[config.mk]
export PLATFORM = sky130hd
export DESIGN_NAME = regfile_dumper_flat
export DESIGN_NICKNAME = d
export VERILOG_FILES = /design/src/rtl/regfile_dumper_pkg.sv /design/src/rtl/regfile_dumper_if.sv /design/src/rtl/regfile_dumper.sv /design/src/flat_wrapper.sv
export SDC_FILE = /design/constraint.sdc
export NUM_CORES = 1
export LEC_CHECK = 0
export CAP_MARGIN = 20
export CORE_MARGIN = 10
export CORE_UTILIZATION = 44
export CTS_CLUSTER_DIAMETER = 200
export CTS_CLUSTER_SIZE = 20
export DETAILED_ROUTE_END_ITERATION = 16
export GPL_ROUTABILITY_DRIVEN = 0
export PLACE_DENSITY = 0.84
export RECOVER_POWER = 50
export SLEW_MARGIN = 20
export SYNTH_ARGS = -nofsm -noshare
export SYNTH_HDL_FRONTEND = slang
export SYNTH_SLANG_ARGS = --single-unit
[constraint.sdc]
create_clock -name in_clk -period 3.45 [get_ports in_clk]
set_input_delay 0.8625 -clock in_clk [delete_from_list [all_inputs] [get_ports in_clk]]
set_output_delay 0.8625 -clock in_clk [all_outputs]
set_load 0.05 [all_outputs]
[src/rtl/regfile_dumper_pkg.sv]
// Shared widths, state encoding and stream payload for the register-file dump engine.
package regfile_dumper_pkg;

    localparam int unsigned REG_ADDR_W = 5;
    localparam int unsigned REG_DATA_W = 32;
    localparam int unsigned REG_COUNT  = 1 << REG_ADDR_W;

    typedef enum logic [1:0] {
        IDLE,
        ISSUE,
        HOLD
    } dump_state_e;

    typedef struct packed {
        logic [REG_ADDR_W-1:0] addr;
        logic [REG_DATA_W-1:0] data;
        logic                  last;
    } dump_word_t;

endpackage

[src/rtl/regfile_dumper_if.sv]
// Register-file rs read port plus valid/ready dump stream, seen from the dumper (master).
interface regfile_dumper_if;
    import regfile_dumper_pkg::*;

    logic                  out_rs_rena;
    logic [REG_ADDR_W-1:0] out_rs_addr;
    logic [REG_DATA_W-1:0] in_rs_data;
    logic                  out_valid;
    logic                  in_ready;
    logic [REG_DATA_W-1:0] out_data;
    logic [REG_ADDR_W-1:0] out_addr;
    logic                  out_last;

    modport master (
        output out_rs_rena, out_rs_addr,
        input  in_rs_data,
        output out_valid, out_data, out_addr, out_last,
        input  in_ready
    );

    modport slave (
        input  out_rs_rena, out_rs_addr,
        output in_rs_data,
        input  out_valid, out_data, out_addr, out_last,
        output in_ready
    );

endinterface

[src/rtl/regfile_dumper.sv]
// Walks FIRST_ADDR..LAST_ADDR through the register-file rs port and streams each word
// out over valid/ready; one read in flight, one word every two cycles at full rate.
module regfile_dumper
    import regfile_dumper_pkg::*;
#(
    parameter int unsigned FIRST_ADDR = 0,
    parameter int unsigned LAST_ADDR  = 31
) (
    input  logic             in_clk,
    input  logic             in_rst,
    input  logic             in_start,
    output logic             out_busy,
    output logic             out_done,
    regfile_dumper_if.master bus
);

    if (!(FIRST_ADDR <= LAST_ADDR && LAST_ADDR < REG_COUNT)) begin : g_bad_range
        $error("regfile_dumper: need FIRST_ADDR <= LAST_ADDR <= 31");
    end

    localparam logic [REG_ADDR_W-1:0] FIRST_A = REG_ADDR_W'(FIRST_ADDR);
    localparam logic [REG_ADDR_W-1:0] LAST_A  = REG_ADDR_W'(LAST_ADDR);

    dump_state_e           state_q, state_d;
    logic [REG_ADDR_W-1:0] cnt_q, cnt_d;
    logic                  rena_q, rena_d;
    logic [REG_ADDR_W-1:0] rs_addr_q, rs_addr_d;
    logic                  valid_q, valid_d;
    dump_word_t            word_q, word_d;
    logic                  busy_q, busy_d;
    logic                  done_q, done_d;

    // State and output registers; reset aborts any dump without a done pulse.
    always_ff @(posedge in_clk) begin
        if (in_rst) begin
            state_q   <= IDLE;
            cnt_q     <= '0;
            rena_q    <= 1'b0;
            rs_addr_q <= '0;
            valid_q   <= 1'b0;
            word_q    <= '0;
            busy_q    <= 1'b0;
            done_q    <= 1'b0;
        end else begin
            state_q   <= state_d;
            cnt_q     <= cnt_d;
            rena_q    <= rena_d;
            rs_addr_q <= rs_addr_d;
            valid_q   <= valid_d;
            word_q    <= word_d;
            busy_q    <= busy_d;
            done_q    <= done_d;
        end
    end

    // Next-state and next-output logic.
    always_comb begin
        state_d   = state_q;
        cnt_d     = cnt_q;
        rena_d    = rena_q;
        rs_addr_d = rs_addr_q;
        valid_d   = valid_q;
        word_d    = word_q;
        done_d    = 1'b0;

        unique case (state_q)
            IDLE: begin
                if (in_start) begin
                    state_d   = ISSUE;
                    cnt_d     = FIRST_A;
                    rena_d    = 1'b1;
                    rs_addr_d = FIRST_A;
                end
            end
            ISSUE: begin
                // Read data for the address issued last cycle is valid now.
                state_d     = HOLD;
                word_d.addr = cnt_q;
                word_d.data = bus.in_rs_data;
                word_d.last = (cnt_q == LAST_A);
                valid_d     = 1'b1;
                rena_d      = 1'b0;
            end
            HOLD: begin
                if (valid_q && bus.in_ready) begin
                    valid_d = 1'b0;
                    if (cnt_q == LAST_A) begin
                        word_d.last = 1'b0;
                        done_d      = 1'b1;
                        state_d     = IDLE;
                    end else begin
                        cnt_d     = cnt_q + REG_ADDR_W'(1);
                        rena_d    = 1'b1;
                        rs_addr_d = cnt_q + REG_ADDR_W'(1);
                        state_d   = ISSUE;
                    end
                end
            end
            default: begin
                state_d = IDLE;
                rena_d  = 1'b0;
                valid_d = 1'b0;
            end
        endcase

        busy_d = (state_d != IDLE);
    end

    assign bus.out_rs_rena = rena_q;
    assign bus.out_rs_addr = rs_addr_q;
    assign bus.out_valid   = valid_q;
    assign bus.out_data    = word_q.data;
    assign bus.out_addr    = word_q.addr;
    assign bus.out_last    = word_q.last;
    assign out_busy        = busy_q;
    assign out_done        = done_q;

endmodule

[src/flat_wrapper.sv]
// flat-port wrapper written by rule: the top's interface ports become plain ports
module regfile_dumper_flat import regfile_dumper_pkg::*;
#(
    parameter int unsigned FIRST_ADDR = 0,
    parameter int unsigned LAST_ADDR  = 31
)
  (in_clk, in_rst, in_start, out_busy, out_done, bus_out_rs_rena, bus_out_rs_addr, bus_in_rs_data, bus_out_valid, bus_out_data, bus_out_addr, bus_out_last, bus_in_ready);
  regfile_dumper_if bus_i ();
  input  logic in_clk;
  input  logic in_rst;
  input  logic in_start;
  output logic out_busy;
  output logic out_done;
  output wire logic [$bits(bus_i.out_rs_rena)-1:0] bus_out_rs_rena;
  output wire logic [$bits(bus_i.out_rs_addr)-1:0] bus_out_rs_addr;
  input wire logic [$bits(bus_i.in_rs_data)-1:0] bus_in_rs_data;
  output wire logic [$bits(bus_i.out_valid)-1:0] bus_out_valid;
  output wire logic [$bits(bus_i.out_data)-1:0] bus_out_data;
  output wire logic [$bits(bus_i.out_addr)-1:0] bus_out_addr;
  output wire logic [$bits(bus_i.out_last)-1:0] bus_out_last;
  input wire logic [$bits(bus_i.in_ready)-1:0] bus_in_ready;
  assign bus_out_rs_rena = bus_i.out_rs_rena;
  assign bus_out_rs_addr = bus_i.out_rs_addr;
  assign bus_i.in_rs_data = bus_in_rs_data;
  assign bus_out_valid = bus_i.out_valid;
  assign bus_out_data = bus_i.out_data;
  assign bus_out_addr = bus_i.out_addr;
  assign bus_out_last = bus_i.out_last;
  assign bus_i.in_ready = bus_in_ready;
  regfile_dumper #(.FIRST_ADDR(FIRST_ADDR), .LAST_ADDR(LAST_ADDR)) u_core (.in_clk(in_clk), .in_rst(in_rst), .in_start(in_start), .out_busy(out_busy), .out_done(out_done), .bus(bus_i));
endmodule
==> results by group <==
Outcome
  – Status: finished clean

Timing
  – Achievable Freq: ~0.38 GHz
  – Setup TNS: 0 ns
  – Endpoints failing hold: 0
  – Worst Skew: ~0.0044 ns
  – Hold slack: 0.456 ns
  – Final setup violation count: 0
  – Fin crit share: between 70% and 80%
  – Rel. slew slack: 19.2%
  – Period minus WS final: 2.61 ns
  – Actual slew at the worst max-slew pin: about 1.2 ns
  – Final worst slack: approximately 0.84 ns
  – RSZ-0062 raised after global routing: false
  – Final Max Slew Viols: 0

Finish
  – Final Core Density: 68.5%
  – Final std cells w/o fill: 351
  – Filler cells: 366
  – Final net count: approximately 340
  – N_diodes: 0
  – Area Overhead vs Synth: 48.8%
  – Layout cell share with drive strength beyond 1: 3.32%

Critical path
  – Nature of the critical path endpoint: flop
  – Capturing point of the worst reg2reg path: u_core.bus.out_last
  – Setup crit start kind: input pin
  – Crit path DAT: approximately 2.8 ns
  – R2R cell count: 4
  – Peak fanout along the critical path: 27
  – Worst R2R Setup Slack: 1.10 ns
  – RR Startpoint: u_core.state_q[0]
  – WS Path Type: in2reg
  – CP required: about 3.6 ns

Clocking
  – Resized Gates After CTS: 0
  – TritonCTS clock tree: yes
  – Cts hold-fix bufs: 0
  – Clk pin slew, worst setup/hold paths: roughly 0.08 ns
  – Clk_lat worst skew: 0.29 ns
  – Clk root buf: clkbuf_8
  – Sinks on Clock Net: 49
  – Clock Tree Buf Depth: 2
  – Post-CTS Setup Inserts: 0
  – H-tree depth: 2
  – TritonCTS buffer count: 5

Floorplan
  – Num rows: 23
  – Initial core utilization: 46.1%
  – CORE AREA: a little over 4000 µm²
  – Die Wd: 84.9 µm
  – Die height: 84.9 µm
  – Die area: ~7000 µm²
  – Number of primary I/O pins: 83

Synthesis
  – Syn Nets: 262
  – Mapped cell area: ~1900 µm²
  – Count of cell types in the netlist: 32
  – Ys flop type: dfxtp_1
  – Synthesized area per cell: 8.28 µm²
  – Sequential element share of the synthesized area: 52.9%
  – Number of synthesized flops with an enable pin: 0
  – Synth Register Bits: 49
  – Ys async rst share: 0%
  – Synth Instances: 224
  – Syn. warnings: 0

Place
  – HPWL Detailed: 3.67 mm
  – Place WS: 1.32 ns
  – Placed insts: 343
  – # port buffers: 82

Power
  – Peak VDD IR: 297 µV
  – Leak: 0.973 nW
  – Pwr dens: 458 nW/µm²

GRT
  – GRT Resource Usage Total: 13.6%
  – First-pass GRT wire length: 8.27 mm
  – Vias in the first global route: 1,673
  – Largest net degree at the start of global routing: 40
  – Initial antenna violation count: 0
  – Grt ovf: 0

Route
  – Via density: 4.90
  – DRC violation count after routing: 0
  – DRT iter0 DRCs: 143
  – Routed WL: 5.13 mm
  – Vias: 1,721
  – DR WL/cell: about 15 µm
  – Pre-antenna DRT Iters: 4
  – Routed Antenna Nets: 0

Worst hold path
  – Hold Crit Class: reg2reg
  – Min-delay src: u_core.bus.out_data[30]
  – Worst Hold Depth: 2
  – Hold Path End: u_core.bus.out_data[30]

Job
  – Maxcap violations: 0
==> worst max path at each step <==
stage                    start  slack, ns                   to  cells past startpoint
3_3_place_gp   u_core.cnt_q[2]       1.35   bus_out_rs_addr[2]                      1
4_1_cts        u_core.cnt_q[0]       0.99   bus_out_rs_addr[0]                      1
6_report                in_rst       0.84      u_core.cnt_q[3]                      3
5_1_grt                 in_rst       0.61  u_core.bus.out_last                      3
3_5_place_dp      bus_in_ready       1.32      u_core.cnt_q[3]                      4
2_1_floorplan  u_core.cnt_q[0]       1.51      u_core.cnt_q[3]                      6
==> synth_stat cells, drive strengths merged, types with 2 or more instances <==
master / count / share of area (%)
clkbuf: 4 / 0.81
nor2b: 2 / 0.81
nor2: 5 / 1.0
inv: 3 / 0.61
buf: 12 / 4.4
dfxtp: 49 / 53
o21ai: 3 / 0.81
nand2: 76 / 15
a221oi: 2 / 0.94
nand3: 4 / 1.1
nand4b: 3 / 1.8
a21oi: 39 / 11
nor3: 2 / 0.54
nand2b: 7 / 2.4
ha: 2 / 1.3
==> layout by cell type (no fill, tap or decap) <==
cell type         n
clkdlybuf4s50_1  81
nand2_1          76
dfxtp_1          49
a21oi_1          38
nand2b_1          7
clkbuf_8          6
nor2_1            5
nand3_1           4
inv_1             3
nand4b_1          3
o21ai_0           3
clkbuf_1          3
nor2b_1           2
a221oi_1          2
nor3_1            2
ha_1              2
buf_4             2
and3_1            1
and4b_1           1
o31ai_1           1
a21oi_2           1
o22ai_1           1
a211oi_1          1
a311oi_1          1
nand3b_1          1
o21a_1            1
and3b_1           1
nor3b_1           1
nor4_1            1
bufinv_16         1
==> worst max-delay path, stage by stage <==
cell	delay, ns
clkbuf_1	0.81
clkbuf_1	0.88
o31ai_1	0.17
==> area by class of cell <==
cell class	instances	area [µm²]	share of cell area, %
Clock inverter	1	30.0	1.09
Timing Repair Buffer	85	833	30.2
Inverter	3	11.3	0.408
Clock buffer	7	86.3	3.13
Sequential cell	49	981	35.5
Tap cell	50	62.6	2.27
Multi-Input combinational cell	156	757	27.4
==> registers in the layout, indices dropped and copies added (netlist names) <==
| signal | count |
|---|---|
| u_core.bus.out_data | 32 |
| u_core.bus.out_addr | 5 |
| u_core.cnt_q | 5 |
| u_core.state_q | 2 |
| u_core.bus.out_last | 1 |
| u_core.bus.out_rs_rena | 1 |
| u_core.bus.out_valid | 1 |
| u_core.out_busy | 1 |
| u_core.out_done | 1 |
==> where the power goes <==
| group | internal (mW) | switching, mW |
|---|---|---|
| clock network | 0.236 | 0.179 |
| registers | 0.591 | 0.0165 |
| logic | 0.0961 | 0.147 |
==> per-layer routing <==
metal	global-route usage (%)	wire (µm)	part of all wire, %	up-vias
li1	-	-	-	886
met1	16.2	2280	44	778
met2	21.7	2380	46	50
met3	5.93	418	8.1	7
met4	3.89	56	1.1	0
met5	0	0	0	-
==> through the flow <==
step,total power [mW],area [µm²]
final,1.27,2760
after global routing,1.32,2760
after CTS,1.28,2780
after detailed placement,0.867,2660
after global placement,0.863,2660
after floorplan,0.771,1860
==> logic make-up after synthesis <==
family                     synth area share [%]
and+or+nand+nor                            25.4
adders and majority gates                  1.35
buffers and inverters                      5.87
AOI/OAI and AO/OA                          14.5
DFF                                        52.9
Note: power is estimated with default switching activity, not from simulation.
